## config.mk

```make
export PLATFORM = sky130hd
export DESIGN_NAME = objective
export DESIGN_NICKNAME = d
export VERILOG_FILES = /design/src/rtl/neural_pkg.sv /design/src/rtl/loss_accumulator.sv /design/src/rtl/objective.sv
export SDC_FILE = /design/constraint.sdc
export NUM_CORES = 1
export LEC_CHECK = 0
export CORE_MARGIN = 10
export CORE_UTILIZATION = 51
export CTS_CLUSTER_SIZE = 10
export DETAILED_ROUTE_END_ITERATION = 10
export PLACE_DENSITY = 0.81
export SYNTH_ARGS = -nofsm -noshare
export SYNTH_HDL_FRONTEND = slang
export SYNTH_SLANG_ARGS = --single-unit
```

## constraint.sdc

```tcl
create_clock -name clk -period 3.8 [get_ports clk]
set_clock_uncertainty 0.15 [all_clocks]
set_input_delay 0.76 -clock clk [delete_from_list [all_inputs] [get_ports clk]]
set_output_delay 0.76 -clock clk [all_outputs]
set_load 0.005 [all_outputs]
```

## src/rtl/neural_pkg.sv

```systemverilog
// Shared fixed-point types and helpers for the neuron datapath (Q8.8 values,
// wide accumulation type and saturation back to Q8.8).
package neural_pkg;

  typedef logic signed [15:0] res_t;
  typedef logic signed [23:0] mac_t;

  localparam res_t Q_MAX = res_t'(16'h7fff);
  localparam res_t Q_MIN = res_t'(16'h8000);

  function automatic res_t saturate(input mac_t x);
    if (x > mac_t'(Q_MAX)) return Q_MAX;
    else if (x < mac_t'(Q_MIN)) return Q_MIN;
    else return res_t'(x[15:0]);
  endfunction

endpackage

```

## src/rtl/loss_accumulator.sv

```systemverilog
// Epoch loss monitor for objective: counts samples, accumulates |diff| with
// saturation and latches the mean absolute error at the end of each epoch.
module loss_accumulator #(
  parameter int LOG_EPOCH = 4
) (
  input  logic        clk,
  input  logic        rst,
  input  logic        add_en,
  input  logic [16:0] add_val,
  input  logic        smp_done,
  input  logic        clr,
  output logic        epoch_end,
  output logic [15:0] los_dat
);
  logic [LOG_EPOCH-1:0] cnt;
  logic [31:0]          acc;
  logic [32:0]          sum;
  logic [31:0]          mean_wide;
  logic [15:0]          mean;

  assign sum       = {1'b0, acc} + {16'b0, add_val};
  assign mean_wide = acc >> LOG_EPOCH;
  assign mean      = (|mean_wide[31:16]) ? 16'hffff : mean_wide[15:0];
  assign epoch_end = &cnt;

  always_ff @(posedge clk or negedge rst) begin
    if (!rst) begin
      cnt     <= '0;
      acc     <= '0;
      los_dat <= '0;
    end else begin
      if (smp_done) begin
        cnt <= cnt + LOG_EPOCH'(1);
        // The current sample's |diff| was already added while in DIF.
        if (epoch_end) los_dat <= mean;
      end
      if (clr) acc <= '0;
      else if (add_en) acc <= sum[32] ? '1 : sum[31:0];
    end
  end

endmodule

```

## src/rtl/objective.sv

```systemverilog
// Error source for an associate neuron: pairs a result with its training target and
// emits the saturated, gain-scaled error. Define OBJECTIVE_LOSS_EN for the epoch MAE monitor.
module objective
  import neural_pkg::*;
#(
  parameter int SHIFT     = 0,
  parameter int LOG_EPOCH = 4
) (
  input  logic        clk,
  input  logic        rst,
  input  logic        res_stb,
  input  logic [15:0] res_dat,
  output logic        res_rdy,
  input  logic        tgt_stb,
  input  logic [15:0] tgt_dat,
  output logic        tgt_rdy,
  output logic        err_stb,
  output logic [15:0] err_dat,
  input  logic        err_rdy,
  output logic        los_stb,
  output logic [15:0] los_dat,
  input  logic        los_rdy
);
  typedef enum logic [1:0] {COL, DIF, ERR, LOS} state_t;

  state_t      state, state_nx;
  logic        have_res, have_tgt;
  res_t        res_q, tgt_q, err_q;
  res_t        diff_sat;
  logic [16:0] diff_abs;
  logic        res_xfer, tgt_xfer, err_xfer, los_xfer, epoch_end;

  assign res_rdy  = (state == COL) && !have_res;
  assign tgt_rdy  = (state == COL) && !have_tgt;
  assign err_stb  = (state == ERR);
  assign err_dat  = err_q;
  assign res_xfer = res_stb && res_rdy;
  assign tgt_xfer = tgt_stb && tgt_rdy;
  assign err_xfer = err_stb && err_rdy;

  assign diff_sat = saturate(mac_t'(tgt_q) - mac_t'(res_q));
  // 17 bits so that the magnitude of -32768 is representable.
  assign diff_abs = diff_sat[15] ? (17'd0 - {1'b1, diff_sat}) : {1'b0, diff_sat};

`ifdef OBJECTIVE_LOSS_EN
  localparam bit LOSS_EN = 1'b1;

  assign los_stb  = (state == LOS);
  assign los_xfer = los_stb && los_rdy;

  loss_accumulator #(.LOG_EPOCH(LOG_EPOCH)) u_loss (
    .clk      (clk),
    .rst      (rst),
    .add_en   (state == DIF),
    .add_val  (diff_abs),
    .smp_done (err_xfer),
    .clr      (los_xfer),
    .epoch_end(epoch_end),
    .los_dat  (los_dat)
  );
`else
  localparam bit LOSS_EN = 1'b0;

  logic [18:0] unused_loss;
  assign unused_loss = {los_rdy, diff_abs, 1'(LOG_EPOCH)};
  assign los_stb     = 1'b0;
  assign los_dat     = '0;
  assign los_xfer    = 1'b0;
  assign epoch_end   = 1'b0;
`endif

  // NOTE: state_nx gets its default before the case so no path infers a latch.
  always_comb begin
    state_nx = state;
    case (state)
      COL: if (have_res && have_tgt) state_nx = DIF;
      DIF: state_nx = ERR;
      ERR: if (err_xfer) state_nx = (LOSS_EN && epoch_end) ? LOS : COL;
      LOS: if (los_xfer || !LOSS_EN) state_nx = COL;
      default: state_nx = COL;
    endcase
  end

  // NOTE: non-blocking updates so every statement here sees pre-edge values;
  // payload registers are reset too, since err_dat must read 0 out of reset.
  always_ff @(posedge clk or negedge rst) begin
    if (!rst) begin
      state    <= COL;
      have_res <= 1'b0;
      have_tgt <= 1'b0;
      res_q    <= '0;
      tgt_q    <= '0;
      err_q    <= '0;
    end else begin
      state <= state_nx;
      if (res_xfer) begin
        have_res <= 1'b1;
        res_q    <= res_t'(res_dat);
      end
      if (tgt_xfer) begin
        have_tgt <= 1'b1;
        tgt_q    <= res_t'(tgt_dat);
      end
      if (err_xfer) begin
        have_res <= 1'b0;
        have_tgt <= 1'b0;
      end
      if (state == DIF) err_q <= diff_sat >>> SHIFT;
    end
  end

endmodule

```

==> metrics.md, run 1 <==
| Metric | Value |
|---|---|
| Synth async-reset ratio | 1.00 |
| Clock tree buffer depth | 2 |
| Die span in x | 99.4 um |
| Vias in the first global route | 2643 |
| Required @ worst endpoint | 3.84 ns |
| Std cell rows | 28 |
| Antenna Violating Nets Remaining | 0 |
| Initial detailed-routing violation count | 163 |
| DIE HEIGHT | ~99 um |
| Relative slew slack | 0.253 |
| Crit path max fanout | 15 |
| Number of synthesized flops with an enable pin | 0 |
| Initial Util | 0.534 |
| Hold Crit Class | register to register |
| Hold Crit Endpoint | err_dat[1] |
| Pre-CTS setup slack | between 0.9 and 1 ns |
| Synth warn | 0 |
| Register area share after synthesis | 0.404 |
| H-tree depth | 2 |
| GRT Overall Usage | 0.149 |
| CTS Buf Count | 5 |
| Multi-input logic area | 1670 um2 |
| Synth Flop Type | dfrtp_1 |
| Initial antenna violation count | 0 |
| Max Freq | 344 MHz |
| Crit Path Category | register to register |
| Syn avg cell area | 9.04 um2 |
| Number of different library cells in the post-synthesis netlist | 43 |
| Nets@finish | 456 |
| Post-CTS Hold Buffers | 0 |
| Reg2reg setup slack | 0.89 ns |
| HP Start | err_dat[1] |
| Reg2reg start | res_q[0] |
| Critical path arrival | 2.94 ns |
| Min cycle time layout | 2.91 ns |
| Drt via density | 5.62 |
| Endpoints failing hold | 0 |
| Fin area | 3810 um2 |
| Reg area | between 1000 and 1500 um2 |
| Setup Buffers After CTS | 0 |
| Post_cts resized | 0 |
| Clock latency at the later pin of the worst-skew pair | 0.30 ns |
| Setup TNS | 0 ns |
| R2R Path End | err_dat[7] |
| Post-route DRC violation count | 0 |
| Die area | just under 10000 um2 |
| Reg clk slew, reported paths | 0.09 ns |
| Pins Over Slew Limit | 0 |
| DP HPWL | 5610 um |
| # diodes | 0 |
| Tightest Pin Transition | 1.12 ns |
| Status | finished clean |
| Root Driver | clkbuf_8 |
| Worst hold path depth | 2 |
| R2R depth | 9 |
| Synth Register Bits | 52 |
| GP Congestion | approximately 0.92 |
| Number of buffers added on ports | between 50 and 60 |
| Worst setup SP type | register |
| Routed len/inst | 15.6 um |
| Final period util | 0.765 |
| CORE AREA | around 6000 um2 |
| RSZ-0062 raised after global routing | false |
| Post-route setup slack | slightly below 0.9 ns |
| TritonCTS Sinks | 52 |
| Placed inst area | between 3000 and 4000 um2 |
| Max-cap violations | 0 |
| Via count | 2670 |
| Largest net degree at the start of global routing | 53 |
| Cell Area, Synth | 3220 um2 |
| TritonCTS clock tree | yes |
| Gate Count Post-Synth | 356 |
| Global route overflow | 0 |
| Crit. End Element | register |
| Total Routed Length | 7400 um |
| First-pass GRT wire length | 12500 um |
| Boundary Pins | 74 |
| Area grow syn2layout | 18.4% |
| Number of fill cells in the layout | 540 |
| Final Setup Violations | 0 |
| Layout cell share with drive strength beyond 1 | 0.0975 |
| Drt first pass iters | 5 |
[metal layers]
layer	global-route usage	up-vias	routed length, um
met4	0.0419	0	112
met3	0.0464	10	590
met1	0.190	1267	3320
met5	0	-	0
li1	-	1280	-
met2	0.238	113	3380
[worst max-delay path by stage]
stage             start     endpoint  slack (ns)  depth (start not counted)
6_report       res_q[0]   err_dat[7]        0.89                          9
5_1_grt        res_q[0]  err_dat[14]        0.63                          9
4_1_cts        res_q[0]   err_dat[5]        0.94                          9
3_5_place_dp   res_q[0]   err_dat[5]        0.96                          9
3_3_place_gp   res_q[0]   err_dat[9]        1.06                          9
2_1_floorplan  res_q[0]  err_dat[12]        1.17                         11
[placed cells by master, fill, tap and decap left out, types with 2 or more instances in the layout]
cell type	netlist	final
nand2b_1	4	4
and2_1	3	3
o21a_1	4	4
xor2_1	3	3
xnor2_1	7	7
nand2_1	48	48
nor3_1	7	7
o21bai_1	2	2
nor2_1	29	29
clkbuf_8	0	5
clkdlybuf4s50_1	0	54
mux2_2	15	15
nand3_1	2	2
conb_1	1	17
o211ai_1	7	7
buf_4	17	2
ha_1	16	16
or2_2	2	2
o211ai_2	4	4
nor2b_1	4	4
o21ai_0	32	32
inv_1	22	22
a21oi_1	28	28
dfrtp_1	52	52
a21oi_2	2	2
a221oi_1	11	11
a41oi_1	2	2
[registers in the layout (all words and copies together), names as in the netlist]
signal and flops:
have_res 1, have_tgt 1, err_dat 16, state 2, tgt_q 16, res_q 16
[cell families (layout without fill, tap and decap cells)]
kind of cell	Yosys count	in the layout	synth area share
simple gates	103	103	0.140
compound gates	101	101	0.212
buf+inv	57	85	0.0949
flops	52	52	0.404
fa+ha+maj	17	17	0.0684
mux	15	15	0.0525
xor+xnor	10	10	0.0272
other cells	1	17	0.00117
[per-stage QoR]
step	cells	hold WS, ns	util
floorplan	372	0.314	-
global placement	469	0.327	0.616
detailed placement	469	0.335	0.616
CTS	475	0.356	0.632
global route	475	0.383	0.632
finish	475	0.347	0.632
[cells in the mapped netlist (all sizes together) (2+ instances only)]
cell type  count  area [um2]
a21oi         30         158
a221oi        12         111
a41oi          2        17.5
and2           4        27.5
buf           23         176
clkbuf        12        46.3
dfrtp         52        1300
ha            16         200
inv           22        82.6
mux2          15         169
nand2         48         180
nand2b         4        25.0
nand3          2        10.0
nor2          29         109
nor2b          4        25.0
nor3           7        35.0
o211ai        11         103
o21a           4        30.0
o21ai         33         176
o21bai         2        15.0
o311a          2        31.3
or2            2        12.5
xnor2          7        61.3
xor2           3        26.3
[critical path, cell delays in order, from the launching register on]
cell      delay, ns
dfrtp_1        0.40
ha_1           0.23
fa_1           0.40
nand2b_1       0.19
a21oi_1        0.22
o21ai_0        0.18
a21oi_2        0.24
or2_2          0.32
a21oi_1        0.12
a221oi_1       0.34
[layout make-up]
type,count,share of cell area
clock buffer,5,0.0181
timing repair buffer,57,0.147
sequential,52,0.342
tap,75,0.0246
inverter,22,0.0217
clock inverter,1,0.00788
multi-input combinational,263,0.439
Power of run 1 is not shown: default switching activity piles up to over one toggle a cycle in this logic, so the estimate is an artifact.
==> run 2, diff against run 1 <==
==> constraint.sdc (replaced) <==
create_clock -name clk -period 2.95 [get_ports clk]
set_clock_uncertainty 0.15 [all_clocks]
set_input_delay 0.59 -clock clk [delete_from_list [all_inputs] [get_ports clk]]
set_output_delay 0.59 -clock clk [all_outputs]
set_load 0.005 [all_outputs]
==> run 2 against run 1 <==
  * Critical path depth is 1 higher
  * Final cell count grew 2.3%
  * Utilization increased by 1.5 points
  * Flip-flop and latch count stayed put
  * Non-clock buffer count increased by 7
  * Global-route usage fell by 0.50 points
  * Maximum frequency grew 4.7%
  * Register-to-register slack lost 0.72 ns
  * Count of clock-buffer cells in the layout stayed put
  * Critical endpoint is now err_dat[14]
  * Highest routed layer unchanged
==> metrics.md, run 2 (same netlist as run 1, synthesis figures left out) <==
| Metric | Value |
|---|---|
| Initial antenna violation count | 0 (unchanged) |
| Endpoints failing hold | 0 (unchanged) |
| GRT Overall Usage | 0.144 (-0.00496) |
| Setup TNS | 0 ns (unchanged) |
| R2R Path End | err_dat[14] |
| Root Driver | clkbuf_8 |
| Nets@finish | 465 (+2.0%) |
| Crit Path Category | register to register |
| Die span in x | 99.4 um (unchanged) |
| First-pass GRT wire length | 12100 um (-3.6%) |
| Initial detailed-routing violation count | 207 (+27%) |
| Min cycle time layout | 2.77 ns (-0.131 ns) |
| Final period util | 0.941 (+0.176) |
| Largest net degree at the start of global routing | 33 (-38%) |
| Die area | 9890 um2 (unchanged) |
| Tightest Pin Transition | 0.708 ns (-0.412 ns) |
| TritonCTS clock tree | yes |
| Drt via density | 5.49 (-2.4%) |
| Pins Over Slew Limit | 0 (unchanged) |
| Initial Util | 0.534 (unchanged) |
| Max Freq | 360 MHz (+4.7%) |
| Via count | 2667 (-0.11%) |
| RSZ-0062 raised after global routing | false |
| Number of buffers added on ports | 55 (unchanged) |
| Drt first pass iters | 4 (-1) |
| GP Congestion | 0.907 (-1.2%) |
| Clock tree buffer depth | 2 (unchanged) |
| Area grow syn2layout | 21.1% |
| TritonCTS Sinks | 52 (unchanged) |
| DIE HEIGHT | 99.4 um (unchanged) |
| R2R depth | 10 (+1) |
| Post-route DRC violation count | 0 (unchanged) |
| Relative slew slack | 0.528 (+0.275) |
| Routed len/inst | 15.3 um (-1.8%) |
| Antenna Violating Nets Remaining | 0 (unchanged) |
| # diodes | 0 (unchanged) |
| Worst setup SP type | register |
| Final Setup Violations | 0 (unchanged) |
| Reg2reg start | tgt_q[0] |
| Reg clk slew, reported paths | 0.10 ns (about the same) |
| Vias in the first global route | 2601 (-1.6%) |
| CTS Buf Count | 5 (unchanged) |
| Std cell rows | 28 (unchanged) |
| DP HPWL | 5540 um (-1.3%) |
| Hold Crit Class | input pin to async pin |
| Commonest non-fill, non-tap cells in the layout | clkdlybuf4s50_1 (54), dfrtp_1 (52), nand2_1 (48) |
| Reg2reg setup slack | 0.18 ns (-0.72 ns) |
| H-tree depth | 2 (unchanged) |
| Max-cap violations | 0 (unchanged) |
| Most common cell after layout, fill and taps aside | clkdlybuf4s50_1 |
| Status | finished clean |
| Crit. End Element | register |
| Crit path max fanout | 3 (-12) |
| CORE AREA | 6030 um2 (unchanged) |
| Required @ worst endpoint | 3.01 ns (-0.83 ns) |
| Clock latency at the later pin of the worst-skew pair | 0.31 ns (about the same) |
| Total Routed Length | 7440 um (+0.51%) |
| Critical path arrival | 2.84 ns (-0.10 ns) |
| Layout cell share with drive strength beyond 1 | 0.127 (+0.0290) |
| Boundary Pins | 74 (unchanged) |
| Post-CTS Hold Buffers | 0 (unchanged) |
| Global route overflow | 0 (unchanged) |
==> run 2: cell types whose count changed in the layout (fill, tap and decap cells not counted), sizes merged <==
cell      previous run  this run
and2                 4         5
clkinv               0         1
clkinvlp             0         1
buf                  3        10
or2                  2         3
==> run 2: what timing repair did <==
| item | 4_1_cts | 5_1_grt |
|---|---|---|
| setup endpoints to repair | 0 | 11 |
| hold endpoints to repair | 0 | 0 |
| setup buffers | 0 | 3 |
| resized for setup | 0 | 3 |
==> run 2: how the worst max path moves through the flow <==
stage	cells after the start	from	slack (ns)	endpoint
6_report	10	tgt_q[0]	0.18	err_dat[14]
5_1_grt	10	tgt_q[0]	0.001	err_dat[14]
4_1_cts	9	res_q[0]	0.11	err_dat[9]
3_5_place_dp	9	res_q[0]	0.13	err_dat[9]
3_3_place_gp	9	res_q[0]	0.23	err_dat[9]
2_1_floorplan	11	res_q[0]	0.32	err_dat[12]
==> run 2: final cells by class <==
type / count / area (um2)
clock inverter: 3 / 42.5
fill: 497 / 2130
clock buffer: 5 / 68.8
sequential: 52 / 1300
tap: 75 / 93.8
timing repair buffer: 64 / 613
multi-input combinational: 265 / 1690
inverter: 22 / 82.6
==> run 2: per-layer routing <==
metal | part of all wire | global-route usage | vias to the layer above
met1 | 0.45 | 0.189 | 1250
li1 | - | - | 1314
met2 | 0.46 | 0.219 | 93
met4 | 0.013 | 0.0507 | 0
met3 | 0.080 | 0.0436 | 10
met5 | 0 | 0 | -
==> run 2: worst max-delay path: stages, from the launching register on <==
cell	delay (ns)
dfrtp_1	0.38
inv_1	0.08
ha_1	0.18
fa_1	0.21
nand2b_1	0.16
a21oi_2	0.08
o21a_1	0.22
or4_1	0.50
a221oi_2	0.35
a21oi_1	0.11
a221oi_1	0.26
==> run 2: metrics by stage <==
stage	hold WS [ns]	instances	worst slack, ns	utilization	area (um2)
floorplan	0.144	372	0.318	-	3280
global placement	0.330	473	0.232	0.621	3740
detailed placement	0.338	473	0.133	0.621	3740
CTS	0.189	481	0.112	0.639	3850
global route	0.217	486	0.00144	0.647	3900
finish	0.169	486	0.175	0.647	3900
Power of run 2 is left out for the same reason.
==> variant 1 (config.mk and constraints of run 1) <==
Encoding of `state_t`: now one-hot (4 bits for 4 states).
--- a/src/rtl/objective.sv
+++ b/src/rtl/objective.sv
@@ -22,5 +22,5 @@
   input  logic        los_rdy
 );
-  typedef enum logic [1:0] {COL, DIF, ERR, LOS} state_t;
+  typedef enum logic [3:0] {COL = 4'b0001, DIF = 4'b0010, ERR = 4'b0100, LOS = 4'b1000} state_t;
 
   state_t      state, state_nx;
Function: no difference found for any inputs over 10 cycles, from zero or initial values and one cycle with rst low; not proved beyond that.
==> variant 1 against run 1 <==
Area after synthesis fell by 0.89%; critical path type unchanged; largest cell class unchanged; routed wire length fell by 12%; sequential cell count rose by 1; setup slack got worse by 95 ps; cell area rose by 0.23%; highest routed layer unchanged; first-iteration DRC count fell by 52%.
==> variant 1: results (changes against run 1) <==
- GRT Overall Usage: 13.6% (-1.3 points)
- Critical Path AT: 3020 ps (+80 ps)
- Slew HR: 24.3% (-1.1 points)
- Crit path max fanout: 12 (-3)
- GPL Wtd Cong: 0.871 (-5.1%)
- Post-route insts no fill: 444 (-6.5%)
- Sequential element share of the synthesized area: 41.6% (+1.2 points)
- Layout fillers: 510 (-5.6%)
- Dominant cells by area after synthesis: dfrtp_1 41%, mux2_2 11%, ha_1 6.3%
- Post-Syn Instances: 315 (-12%)
- Routed WL: 6.52 mm (-12%)
- Reg2reg setup slack: 800 ps (-100 ps)
- Count of cell types in the netlist: 56 (+30%)
- HPWL after detailed placement: 5.22 mm (-6.9%)
- Layout cells sized above 1: 15.2% (+5.4 points)
- Multiplexer share of the synthesized area: 11.7% (+6.5 points)
- Compound-Gate Fraction of Synth Area: 18.2% (-3.0 points)
- First-pass GRT wire length: 11.3 mm (-9.7%)
- Via density: 5.32 (-5.4%)
- Pre-Repair DR Iteration Count: 4 (-1)
- Vias in the first global route: 2,412 (-8.7%)
- Status: finished clean
- Nets: 423 (-7.2%)
- R2r endpoint: err_dat[12]
- Synth top cells by count: 52 x dfrtp_1, 32 x mux2_2, 29 x nor2_1, 23 x inv_1, 18 x buf_4
- XOR/XNOR Fraction of Synth Area: 2.47% (-0.25 points)
==> variant 1: worst min path at each step <==
stage / startpoint / endpoint / depth (start not counted)
3_5_place_dp: err_dat[15] / err_dat[15] / 2
2_1_floorplan: rst / err_dat[0] / 0
4_1_cts: err_dat[15] / err_dat[15] / 2
6_report: err_dat[15] / err_dat[15] / 2
5_1_grt: err_dat[15] / err_dat[15] / 2
3_3_place_gp: err_dat[15] / err_dat[15] / 2
==> variant 1: logic make-up after synthesis <==
family,Yosys count
mux,33
flops,53
xor+xnor,9
buf+inv,50
other cells,1
compound gates,81
simple gates,71
fa+ha+maj,17
==> variant 1: power by group through the flow <==
stage,Clock [mW],Combinational [mW],Sequential (mW)
floorplan,0,2.19,0.986
global placement,0,2.72,1.00
detailed placement,0,2.78,1.02
CTS,0.345,2.80,1.01
global route,0.364,3.14,1.04
finish,0.333,2.80,1.00
==> variant 1: metal layers <==
metal | vias to the layer above | track usage [%] | share of wire (%)
met5 | - | 0 | 0
met4 | 0 | 4.19 | 1.3
met3 | 7 | 5.17 | 8.9
met2 | 69 | 21.1 | 46
met1 | 1100 | 17.0 | 44
li1 | 1186 | - | -
==> variant 1: stage by stage <==
step	instance area [um2]	hold slack (ps)	setup WS, ps
floorplan	3250	314	1260
global placement	3720	322	881
detailed placement	3720	330	816
CTS	3820	351	793
global route	3820	363	582
finish	3820	352	799
==> variant 1: cell type report <==
cell class	count	area (um2)	area share, %
clock buffer	6	82.6	2.16
clock inverter	2	13.8	0.361
inverter	24	90.1	2.36
multi-input combinational	228	1660	43.4
sequential	53	1330	34.8
tap	75	93.8	2.46
timing repair buffer	56	553	14.5
==> variant 1: worst max-delay path, stage by stage, from the launching register on <==
cell and delay, ps:
dfrtp_1 390, ha_1 230, fa_1 450, nor2b_4 140, o31a_1 200, o31a_1 300, a21oi_4 120, and3_2 230
mux2i_2 480, a31oi_1 170
==> variant 2 (settings of run 1) <==
Without the edit above. Add a define of `OBJECTIVE_LOSS_EN`.
--- a/src/rtl/objective.sv
+++ b/src/rtl/objective.sv
@@ -1,4 +1,6 @@
 // Error source for an associate neuron: pairs a result with its training target and
 // emits the saturated, gain-scaled error. Define OBJECTIVE_LOSS_EN for the epoch MAE monitor.
+`define OBJECTIVE_LOSS_EN
+
 module objective
   import neural_pkg::*;
Check against the original RTL: no difference found for any inputs over 10 cycles, from zero or initial values and one cycle with rst low; that may be too few to reach the edited logic, so the function may still have changed.
==> variant 2 against run 1 <==
The flow now finishes with violations (setup timing); routed wire length rose to 2.9 times the old value; cell area rose to 2.7 times the old value; sequential cell count up 52; die area up 84%; first-iteration DRC count rose to 3.3 times the old value; setup slack worse by 2600 ps; sequential share of layout area down 8.6 points; area after synthesis up 110%; global-route usage up 8.5 points.
Power is left out: the tool's default activity adds up to more than one toggle a clock period on the data nets, which glitch-free logic cannot reach.
==> variant 2: results (changes against run 1) <==
- Largest net degree at the start of global routing: 55 (+3.8%)
- Slew HR: 33.3% (+7.9 points)
- Setup Fix Bufs, Post-CTS: 33 (+33)
- DR WL/cell: 17.8 um (+14%)
- Hold_ws: 290 ps (-57.1 ps)
- CP Capture Point: u_loss.acc[20]
- Status: finished, violations left
- Compound-Gate Fraction of Synth Area: 25.5% (+4.3 points)
- Clock slew at reported path FFs: 70 ps (-20 ps)
- First-pass GRT wire length: 34.9 mm (+180%)
- Failing checks: setup timing
- Crit-path max cell delay: 420 ps (+20 ps)
- Port Buffers: 73 (+33%)
- Placed cell area: 0.00898 mm2 (+140%)
- Multiplexer share of the synthesized area: 3.62% (-1.6 points)
- Critical Path AT: 5550 ps (+2610 ps)
- GPL Wtd Cong: 0.945 (+3.0%)
- GRT Overall Usage: 23.4% (+8.5 points)
- Final setup margin: -1680 ps (-2570 ps)
- Crit path max fanout: 5 (-10)
- TritonCTS buffer count: 9 (+4)
- TNS Setup: -50,610 ps (-50,610 ps)
- Nets: 1,103 (+140%)
- Worst-Skew Late Latency: 360 ps (+60 ps)
- Root buffer cell: clkbuf_16
- Via density: 5.75 (+2.3%)
- Metal3 WL: 1.16 mm (+96%)
- XOR/XNOR Fraction of Synth Area: 5.15% (+2.4 points)
- Post-route insts no fill: 1,205 (+150%)
- Initial antenna violation count: 0 (unchanged)
- Starting DRT DRC Count: 531 (+230%)
- HPWL after detailed placement: 15.2 mm (+170%)
- Htree depth: 3 (+1)
- Layout cells sized above 1: 35.4% (+26 points)
- Vias in the first global route: 7,111 (+170%)
- Met2 usage: 41.8% (+18 points)
- Adder-Cell Fraction of Synth Area: 7.10% (+0.26 points)
- Sequential element share of the synthesized area: 38.7% (-1.8 points)
- Dominant cells by area after synthesis: dfrtp_1 39%, ha_1 6.5%, o21ai_0 6.5%
- Final setup viols: 32 (+32)
- M1 GR Usage: 27.0% (+8.0 points)
- Routed met2 length: 11.0 mm (+230%)
- Hold crit path type: in -> async
- Cts repair resizes: 68 (+68)
==> variant 2: cell count changes after synthesis, sizes merged, moves of 13 or more <==
| cell | before | now |
|---|---|---|
| o21ai | 33 | 97 |
| dfrtp | 52 | 104 |
| nand2 | 48 | 100 |
| a21oi | 30 | 64 |
| nor2 | 29 | 49 |
| xnor2 | 7 | 27 |
| ha | 16 | 35 |
| o22a | 0 | 18 |
| a31oi | 0 | 14 |
| buf | 23 | 9 |
| inv | 22 | 36 |
| a21o | 1 | 14 |
==> variant 2: cell type report <==
| class | instances | area (um2) | share of cell area [%] |
|---|---|---|---|
| Multi-Input combinational cell | 590 | 4430 | 43.5 |
| Sequential cell | 104 | 2600 | 25.6 |
| Timing Repair Buffer | 287 | 2450 | 24.0 |
| Clock buffer | 9 | 225 | 2.21 |
| Tap cell | 172 | 215 | 2.11 |
| Inverter | 36 | 135 | 1.33 |
| Clock inverter | 7 | 128 | 1.25 |
